--- config.mk ---
export PLATFORM = sky130hd
export DESIGN_NAME = tx_symbol_serializer
export DESIGN_NICKNAME = d
export VERILOG_FILES = /design/src/rtl/pcie_8b10b_pkg.sv /design/src/rtl/tx_symbol_fifo.sv /design/src/rtl/tx_symbol_serializer.sv
export SDC_FILE = /design/constraint.sdc
export NUM_CORES = 1
export LEC_CHECK = 0
export CAP_MARGIN = 10
export CORE_ASPECT_RATIO = 0.9
export CORE_MARGIN = 3
export CORE_UTILIZATION = 35
export DETAILED_ROUTE_END_ITERATION = 10
export GPL_TIMING_DRIVEN = 0
export HOLD_SLACK_MARGIN = 0.06
export PLACE_DENSITY = 0.57
export RECOVER_POWER = 25
export SETUP_SLACK_MARGIN = 0.1
export SLEW_MARGIN = 20
export SYNTH_ARGS = -nofsm -noshare
export SYNTH_HDL_FRONTEND = slang
export SYNTH_SLANG_ARGS = --single-unit
--- constraint.sdc ---
create_clock -name clk -period 4.5 [get_ports clk]
set_input_delay 0.675 -clock clk [delete_from_list [all_inputs] [get_ports clk]]
set_output_delay 0.675 -clock clk [all_outputs]
set_load 0.01 [all_outputs]
--- src/rtl/pcie_8b10b_pkg.sv ---
// Shared 8b/10b line-coding types, K28.5 comma constants and helpers.
//   symbol_t     : 10-bit coded symbol, [9]=a ... [4]=i, [3:0]=fghj
//   K28_5_RDN/P  : K28.5 comma for negative / positive running disparity
//   ser_state_e  : serializer FSM states
//   popcount10() : number of ones in a 10-bit symbol
package pcie_8b10b_pkg;

    typedef logic [9:0] symbol_t;

    localparam symbol_t K28_5_RDN = 10'b0011111010;
    localparam symbol_t K28_5_RDP = 10'b1100000101;

    typedef enum logic {
        ST_IDLE  = 1'b0,
        ST_SHIFT = 1'b1
    } ser_state_e;

    function automatic logic [3:0] popcount10(input symbol_t s);
        logic [3:0] n;
        n = '0;
        for (int i = 0; i < 10; i++) begin
            n = n + {3'b000, s[i]};
        end
        return n;
    endfunction

endpackage

--- src/rtl/tx_symbol_fifo.sv ---
// Small synchronous symbol FIFO, no bypass path (a word pushed at edge T
// shows up on head at T+1 at the earliest).
//   clk, reset : clock, asynchronous active-high reset (flushes contents)
//   push, din  : write request and data (ignored when full)
//   pop        : read request (ignored when empty)
//   full/empty : status from the registered occupancy count
//   head       : oldest entry, valid while !empty
module tx_symbol_fifo #(
    parameter int DEPTH = 2,
    parameter int WIDTH = 10
) (
    input  logic             clk,
    input  logic             reset,
    input  logic             push,
    input  logic [WIDTH-1:0] din,
    input  logic             pop,
    output logic             full,
    output logic             empty,
    output logic [WIDTH-1:0] head
);

    localparam int AW = (DEPTH > 1) ? $clog2(DEPTH) : 1;

    logic [WIDTH-1:0] mem [DEPTH];
    logic [AW-1:0]    wr_ptr;
    logic [AW-1:0]    rd_ptr;
    logic [AW:0]      count;
    logic             do_push;
    logic             do_pop;

    assign full    = (count == (AW+1)'(DEPTH));
    assign empty   = (count == '0);
    assign head    = mem[rd_ptr];
    assign do_push = push & ~full;
    assign do_pop  = pop & ~empty;

    // Storage needs no reset; the pointers and count define what is live.
    always_ff @(posedge clk) begin
        if (do_push) begin
            mem[wr_ptr] <= din;
        end
    end

    // DEPTH is a power of two, so pointers wrap naturally.
    always_ff @(posedge clk or posedge reset) begin
        if (reset) begin
            wr_ptr <= '0;
            rd_ptr <= '0;
            count  <= '0;
        end else begin
            if (do_push) wr_ptr <= wr_ptr + 1'b1;
            if (do_pop)  rd_ptr <= rd_ptr + 1'b1;
            case ({do_push, do_pop})
                2'b10:   count <= count + 1'b1;
                2'b01:   count <= count - 1'b1;
                default: count <= count;
            endcase
        end
    end

endmodule

--- src/rtl/tx_symbol_serializer.sv ---
// Final TX PHY stage: buffers 10-bit 8b/10b symbols, shifts them out
// a-bit first one bit per clock, tracks running disparity, fills underflow
// with K28.5 commas of the correct disparity and flags disparity violations.
//   clk, reset     : clock, asynchronous active-high reset
//   tx_en          : 1 = transmit; 0 = finish current symbol then idle
//   sym_in/valid   : input symbol handshake, accepted when sym_ready
//   sym_ready      : FIFO has room (low while in reset)
//   ser_out        : serial line, 0 when idle
//   ser_active     : a symbol is being shifted
//   rd_neg         : running disparity after the symbol on the line
//   comma_inserted : one-cycle pulse when a filler comma is loaded
//   disp_err       : sticky disparity violation on a FIFO symbol
module tx_symbol_serializer
    import pcie_8b10b_pkg::*;
#(
    parameter int      FIFO_DEPTH = 2,
    parameter symbol_t COMMA_RDN  = K28_5_RDN,
    parameter symbol_t COMMA_RDP  = K28_5_RDP
) (
    input  logic       clk,
    input  logic       reset,
    input  logic       tx_en,
    input  logic [9:0] sym_in,
    input  logic       sym_valid,
    output logic       sym_ready,
    output logic       ser_out,
    output logic       ser_active,
    output logic       rd_neg,
    output logic       comma_inserted,
    output logic       disp_err
);

    ser_state_e state;
    symbol_t    shift_reg;
    symbol_t    fifo_head;
    symbol_t    load_sym;
    logic [3:0] bit_cnt;
    logic [3:0] load_ones;
    logic       fifo_full;
    logic       fifo_empty;
    logic       out_of_reset;
    logic       push;
    logic       pop;
    logic       load;
    logic       rule_bad;

    // out_of_reset keeps sym_ready low until the first edge after release.
    assign sym_ready = out_of_reset & ~fifo_full;
    assign push      = sym_valid & sym_ready;

    // Load from IDLE, or on the last bit of a symbol so symbols abut.
    assign load = tx_en & ((state == ST_IDLE) |
                           ((state == ST_SHIFT) & (bit_cnt == 4'd9)));
    assign pop  = load & ~fifo_empty;

    assign load_sym  = fifo_empty ? (rd_neg ? COMMA_RDN : COMMA_RDP) : fifo_head;
    assign load_ones = popcount10(load_sym);

    // A symbol must be balanced, or unbalanced in the direction that pulls
    // RD back toward the opposite sign.
    assign rule_bad = (load_ones < 4'd4) | (load_ones > 4'd6) |
                      ((load_ones == 4'd6) & ~rd_neg) |
                      ((load_ones == 4'd4) &  rd_neg);

    assign ser_out    = shift_reg[9];
    assign ser_active = (state == ST_SHIFT);

    tx_symbol_fifo #(
        .DEPTH (FIFO_DEPTH),
        .WIDTH (10)
    ) u_fifo (
        .clk   (clk),
        .reset (reset),
        .push  (push),
        .din   (sym_in),
        .pop   (pop),
        .full  (fifo_full),
        .empty (fifo_empty),
        .head  (fifo_head)
    );

    always_ff @(posedge clk or posedge reset) begin
        if (reset) begin
            state          <= ST_IDLE;
            shift_reg      <= '0;
            bit_cnt        <= '0;
            rd_neg         <= 1'b1;
            comma_inserted <= 1'b0;
            disp_err       <= 1'b0;
            out_of_reset   <= 1'b0;
        end else begin
            out_of_reset   <= 1'b1;
            comma_inserted <= 1'b0;
            if (load) begin
                state          <= ST_SHIFT;
                shift_reg      <= load_sym;
                bit_cnt        <= '0;
                comma_inserted <= fifo_empty;
                if (load_ones > 4'd5) begin
                    rd_neg <= 1'b0;
                end else if (load_ones < 4'd5) begin
                    rd_neg <= 1'b1;
                end
                if (!fifo_empty && rule_bad) begin
                    disp_err <= 1'b1;
                end
            end else if (state == ST_SHIFT) begin
                if (bit_cnt == 4'd9) begin
                    // Symbol finished with tx_en low: park with the line at 0.
                    state     <= ST_IDLE;
                    shift_reg <= '0;
                    bit_cnt   <= '0;
                end else begin
                    shift_reg <= {shift_reg[8:0], 1'b0};
                    bit_cnt   <= bit_cnt + 4'd1;
                end
            end
        end
    end

endmodule

Word level (Yosys, flattened, before mapping)
Memory sizes are Yosys's and may differ from the RTL's.
Index checks and enable logic that the tools add are counted.
{"block": "op_classes", "addsub": 14, "eq_ne": 6, "bitwise_logic": 17, "order_cmp": 4, "n_mux": 17, "n_reduce_logical": 8}
{"cell": "$mux W10", "n": 5}
{"cell": "$add A4 B1 Y4", "n": 6}
{"cell": "$mux W4", "n": 3}
{"cell": "$and A1 B1 Y1", "n": 9}
{"cell": "$eq A4 B3 Y1 const B", "n": 2}
{"cell": "$gt A4 B3 Y1 const B", "n": 2}
{"cell": "$lt A4 B3 Y1 const B", "n": 2}
{"cell": "$mux W1", "n": 8}
{"cell": "$reduce_bool A2 Y1", "n": 3}
{"cell": "$add A3 B1 Y4", "n": 1}
{"cell": "$add A4 B1 Y4 const B", "n": 1}
{"cell": "$eq A2 B2 Y1 const B", "n": 2}
{"cell": "$eq A4 B4 Y1 const B", "n": 1}
{"cell": "$not A1 Y1", "n": 4}
{"cell": "$or A1 B1 Y1", "n": 4}
{"cell": "$pmux W2 S2", "n": 1}
{"cell": "$reduce_and A2 Y1", "n": 2}
{"cell": "$add A2 B1 Y3", "n": 1}
{"cell": "$add A1 B1 Y1 const B", "n": 2}
{"cell": "$add A1 B1 Y2", "n": 1}
{"cell": "$add A2 B1 Y2 const B", "n": 1}
{"cell": "$eq A2 B1 Y1 const B", "n": 1}
{"cell": "$logic_not A2 Y1", "n": 1}
{"cell": "$sub A2 B1 Y2 const B", "n": 1}
{"cell": "other kinds (2)", "n": 2}
{"block": "totals", "ram_bits": 20, "in_bits": 14, "mem_count": 1, "reg_bits": 23}
{"name": "u_fifo.mem", "depth": 2, "width": 10, "read_ports": 1, "rd_ports_with_merged_regs": 0, "write_ports": 1, "line_no": "tx_symbol_fifo.sv:24", "source": "logic [WIDTH-1:0] mem [DEPTH];"}

Depth between registers and ports, before layout
{"block": "logic_depth", "ltp_word": 17, "depth_mapped": 14, "mapped_depth_nobuf": 14}

Hierarchy
Synthesis repeated with hierarchy kept, for this count alone.
{"block": "unflattened", "cells_unflattened": 169, "hier_area_um2": 2077.0}
{"module": "tx_symbol_serializer", "cells_per_inst": 119, "area_each_um2": 1156.1, "instances": 1, "seq_area_each_um2": 476.7}
{"module": "tx_symbol_fifo", "cells_per_inst": 50, "area_each_um2": 920.9, "instances": 1, "seq_area_each_um2": 700.7}

Worst setup path before layout
Ideal clock, no wire load.
{"block": "synth_timing", "path_type": "register -> register", "startpoint": "register u_fifo.rd_ptr", "endpoint": "register rd_neg", "synth_period_minus_slack_ns": 3.824, "arrival_time_ns": 3.744, "stages_incl_launch_ff": 15, "n_path_buf": 1, "setup_ns": 0.080, "slack_ns": 0.676, "cell_sequence": "dfrtp_1 -> buf_2 -> mux2_1 -> o21ai_0 -> fa_1 -> fa_1 -> fa_1 -> inv_1 -> ha_1 -> inv_1 -> fa_1 -> and2_1 -> a21oi_1 -> o21bai_1 -> o2bb2ai_1"}
{"block": "synth_between", "elab_chain_cells": 14}
{"item": "from (decl)", "line_no": "tx_symbol_fifo.sv:26", "source": "logic [AW-1:0] rd_ptr;"}
{"item": "from (signal assigned)", "line_no": "tx_symbol_fifo.sv:52", "source": "if (do_pop) rd_ptr <= rd_ptr + 1'b1;"}
{"item": "$mem_v2 Z2 W10 (*)"}
{"item": "$mux W10 (*)", "line_no": "tx_symbol_serializer.sv:56", "source": "assign load_sym = fifo_empty ? (rd_neg ? COMMA_RDN : COMMA_RDP) : fifo_head;"}
{"item": "$add A1 B1 Y2", "line_no": "pcie_8b10b_pkg.sv:22", "source": "n = n + {3'b000, s[i]};"}
{"item": "$add A2 B1 Y3", "line_no": "pcie_8b10b_pkg.sv:22"}
{"item": "$add A3 B1 Y4", "line_no": "pcie_8b10b_pkg.sv:22"}
{"item": "$add A4 B1 Y4 (5 in a row)", "line_no": "pcie_8b10b_pkg.sv:22"}
{"item": "$add A4 B1 Y4 (*)", "line_no": "pcie_8b10b_pkg.sv:22"}
{"item": "$gt A4 B3 Y1 or $lt A4 B3 Y1 (tied branches)", "line_no": "tx_symbol_serializer.sv:99, tx_symbol_serializer.sv:101"}
{"item": "$reduce_bool A2 Y1 (no source line)"}
{"item": "$reduce_and A2 Y1 (no source line)"}
{"item": "to (signal assigned)", "line_no": "tx_symbol_serializer.sv:87", "source": "rd_neg <= 1'b1;"}
{"item": "to (signal assigned)", "line_no": "tx_symbol_serializer.sv:100", "source": "rd_neg <= 1'b0;"}
{"item": "to (signal assigned)", "line_no": "tx_symbol_serializer.sv:102", "source": "rd_neg <= 1'b1;"}
{"item": "to (decl)", "line_no": "tx_symbol_serializer.sv:28", "source": "output logic rd_neg,"}
Mark *: on every way between the ends. The rest lies on a longest branch, timed or not.
A chain may end at the register's enable or synchronous reset.

Final worst setup path
Ends and elaborated chain as after synthesis.

==> results.py <==
metrics = {
    "clock_tree": {
        "clkLatencyLatePin_ns": 0.29,
        "cts.sinks": 43,
        "clkTransAtPathRegs_ns": 0.08,
        "ctsResizeCount": 0,
        "ctsRootBufferMaster": "clkbuf_8",
        "htree_levels": 2,
        "hold_buffers": 0,
        "cts_tree": "yes",
        "cts_setup_buffers": 0,
        "clock_path_buffers": 2,
        "cts_buffers": 5,
    },
    "floorplan": {
        "die-area_mm2": 0.00669,
        "start_util": 0.372,
        "coreArea_mm2": 0.00541,
        "fp-row-count": 25,
        "fp.dieH_um": 77.9,
        "io_pins": 20,
        "die_w_um": 85.9,
    },
    "synth": {
        "ys_ff_latch": 43,
        "synth_top_cell_by_area": "edfxtp_1",
        "syn-cell-area_mm2": 0.00201,
        "synth_top_area_frac": 0.299,
        "ys_types": 40,
        "avgSynthCellArea_um2": 12.4,
        "synth_async_sr_flop_share": 0.535,
        "yosysMostFrequentCell": "dfrtp_1",
        "ys_seq_area_frac": 0.586,
        "syn_inst": 162,
        "ys.flop_type": "dfrtp_1",
        "netlist_top_cells_count": "dfrtp_1, edfxtp_1, inv_1, o21ai_0, o21ai_1",
        "yosysWarnings": 0,
        "synth.area.top_cells": "edfxtp_1, dfrtp_1, fa_1",
        "syn_nets": 185,
        "synth-edff-count": 20,
    },
    "critical_path": {
        "crit_top_cell": "fa_1",
        "reg2reg_from": "u_fifo.rd_ptr",
        "required_ns": 4.73,
        "crit_end": "rd_neg",
        "crit_family": "adder cells",
        "crit_path_end_kind": "register",
        "timing.rr.end": "rd_neg",
        "crit_path_max_fanout": 10,
        "critPathLaunch": "u_fifo.rd_ptr",
        "path_cells": "clkbuf_4 -> mux2_2 -> o21ai_1 -> fa_1 -> fa_1 -> fa_1 -> inv_1 -> ha_1 -> inv_1 -> fa_1 -> and2_1 -> a21oi_1 -> o21bai_1 -> o2bb2ai_1",
        "slowest_stage": "fa_1",
        "r2r_cells": 14,
        "criticalPathCategory": "register to register",
        "worst-r2r-setup-slack_ns": 0.45,
        "cp_num_buf_inv": 3,
        "path_depth": 14,
        "cpPeakStageDelay_ns": 0.51,
        "worst_ep_arrival_time_ns": 4.28,
        "cp-start-kind": "register",
    },
    "layout": {
        "nets": 211,
        "fill_cells": 527,
        "drive_above_1_share": 0.111,
        "largest_reg_flops": 20,
        "area_delta_synth_final_pct": 17.9,
        "num_antenna_cells": 0,
    },
    "sta": {
        "rsz0062_at_grt": "no",
        "setup_tns_ns": 0,
        "fmax_mhz": 247,
        "period_minus_slack_ns": 4.05,
        "worst_pin_slew_ns": 0.864,
        "maxSlewViolCount": 0,
        "setup_viol": 0,
        "clock_skew_ns": 0.0111,
        "maxSlewHeadroom": 0.424,
        "hold_viol": 0,
        "layout_worst_path_cycle_share": 0.900,
    },
    "global_routing": {
        "grt-ovfl-total": 0,
        "antenna_found_initial": 0,
        "grt_pass1_wl_um": 6350,
        "first_global_vias": 1354,
        "grt_usage": 0.123,
        "grt_max_degree": 24,
    },
    "routing": {
        "ant_nets": 0,
        "drt_pass1_iterations": 4,
        "vias": 1264,
        "drtIter0Drc": 85,
        "wirelength_um": 3620,
        "via_per_inst": 4.94,
        "wl_per_cell_um": 14.1,
        "drcViolationCount": 0,
    },
    "worst_hold_path": {
        "min_path_type": "register to register",
        "holdPathStages": 1,
    },
    "place": {
        "gp_congestion": 0.814,
        "io_buffers": 19,
        "hpwl_um": 2750,
    },
    "run": {
        "cap_violations": 0,
    },
    "run_status": {
        "status": "finished clean",
    },
}
metrics by stage:
step                      setup WS (ns)  std cells  utilization  cell area [um2]  hold WS, ns
final                             0.450        256        0.438             2370        0.476
after global routing              0.117        256        0.438             2370        0.503
after CTS                         0.261        256        0.438             2370        0.481
after detailed placement          0.268        248        0.422             2280        0.461
after global placement            0.351        248        0.422             2280        0.464
after floorplan                   0.676        162            -             2010        0.456
worst reg2reg max path, stage by stage, from the launching register on:
cell,delay [ns]
dfrtp_1,0.38
clkbuf_4,0.25
mux2_2,0.37
o21ai_1,0.27
fa_1,0.50
fa_1,0.51
fa_1,0.42
inv_1,0.08
ha_1,0.16
inv_1,0.05
fa_1,0.37
and2_1,0.17
a21oi_1,0.23
o21bai_1,0.12
o2bb2ai_1,0.13
cell usage in the layout (no fill, tap or decap), types with 3 or more instances in the layout:
master,netlist,routed
a21oi_1,4,4
a22oi_1,10,10
clkbuf_8,0,5
clkdlybuf4s50_1,0,9
dfrtp_1,22,22
dlygate4sd3_1,0,10
edfxtp_1,20,20
fa_1,6,6
ha_1,3,3
inv_1,13,13
mux2_1,4,4
mux2_2,5,5
nand2_1,6,6
nor2_1,8,9
o21ai_0,13,10
o21ai_1,12,15
xnor2_1,4,4
cell families after synthesis:
logic type / count (synthesis) / share of synthesized area
buffers and inverters: 18 / 0.0355
XOR/XNOR: 6 / 0.0299
flip-flops: 43 / 0.586
adder cells (fa/ha/maj): 9 / 0.0784
AO/OA/AOI/OAI: 48 / 0.146
other: 1 / 0.00187
multiplexers: 9 / 0.0504
AND/OR/NAND/NOR: 28 / 0.0722
worst min path at each step:
stage / start / end / slack (ns)
after floorplan: shift_reg[0] / shift_reg[0] / 0.46
after global placement: disp_err / disp_err / 0.46
after detailed placement: disp_err / disp_err / 0.46
after CTS: disp_err / disp_err / 0.48
after global routing: disp_err / disp_err / 0.50
final: disp_err / disp_err / 0.48
area by class of cell:
| class | count | area, um2 | share of cell area |
|---|---|---|---|
| Timing Repair Buffer | 19 | 190 | 0.0803 |
| Tap cell | 67 | 83.8 | 0.0354 |
| Inverter | 14 | 52.6 | 0.0222 |
| Sequential cell | 43 | 1180 | 0.497 |
| Clock inverter | 2 | 12.5 | 0.00528 |
| Clock buffer | 6 | 72.6 | 0.0306 |
| Buffer | 4 | 21.3 | 0.00898 |
| Multi-Input combinational cell | 101 | 759 | 0.320 |
metal layers:
| metal | GRT usage | up-vias | part of all wire |
|---|---|---|---|
| met3 | 0.0382 | 6 | 0.037 |
| met5 | 0 | - | 0 |
| met4 | 0.0380 | 0 | 0.013 |
| met1 | 0.150 | 618 | 0.44 |
| met2 | 0.208 | 16 | 0.51 |
| li1 | - | 624 | - |
Power is left out: the tool's default activity adds up to more than one toggle a clock period on the data nets, which glitch-free logic cannot reach.
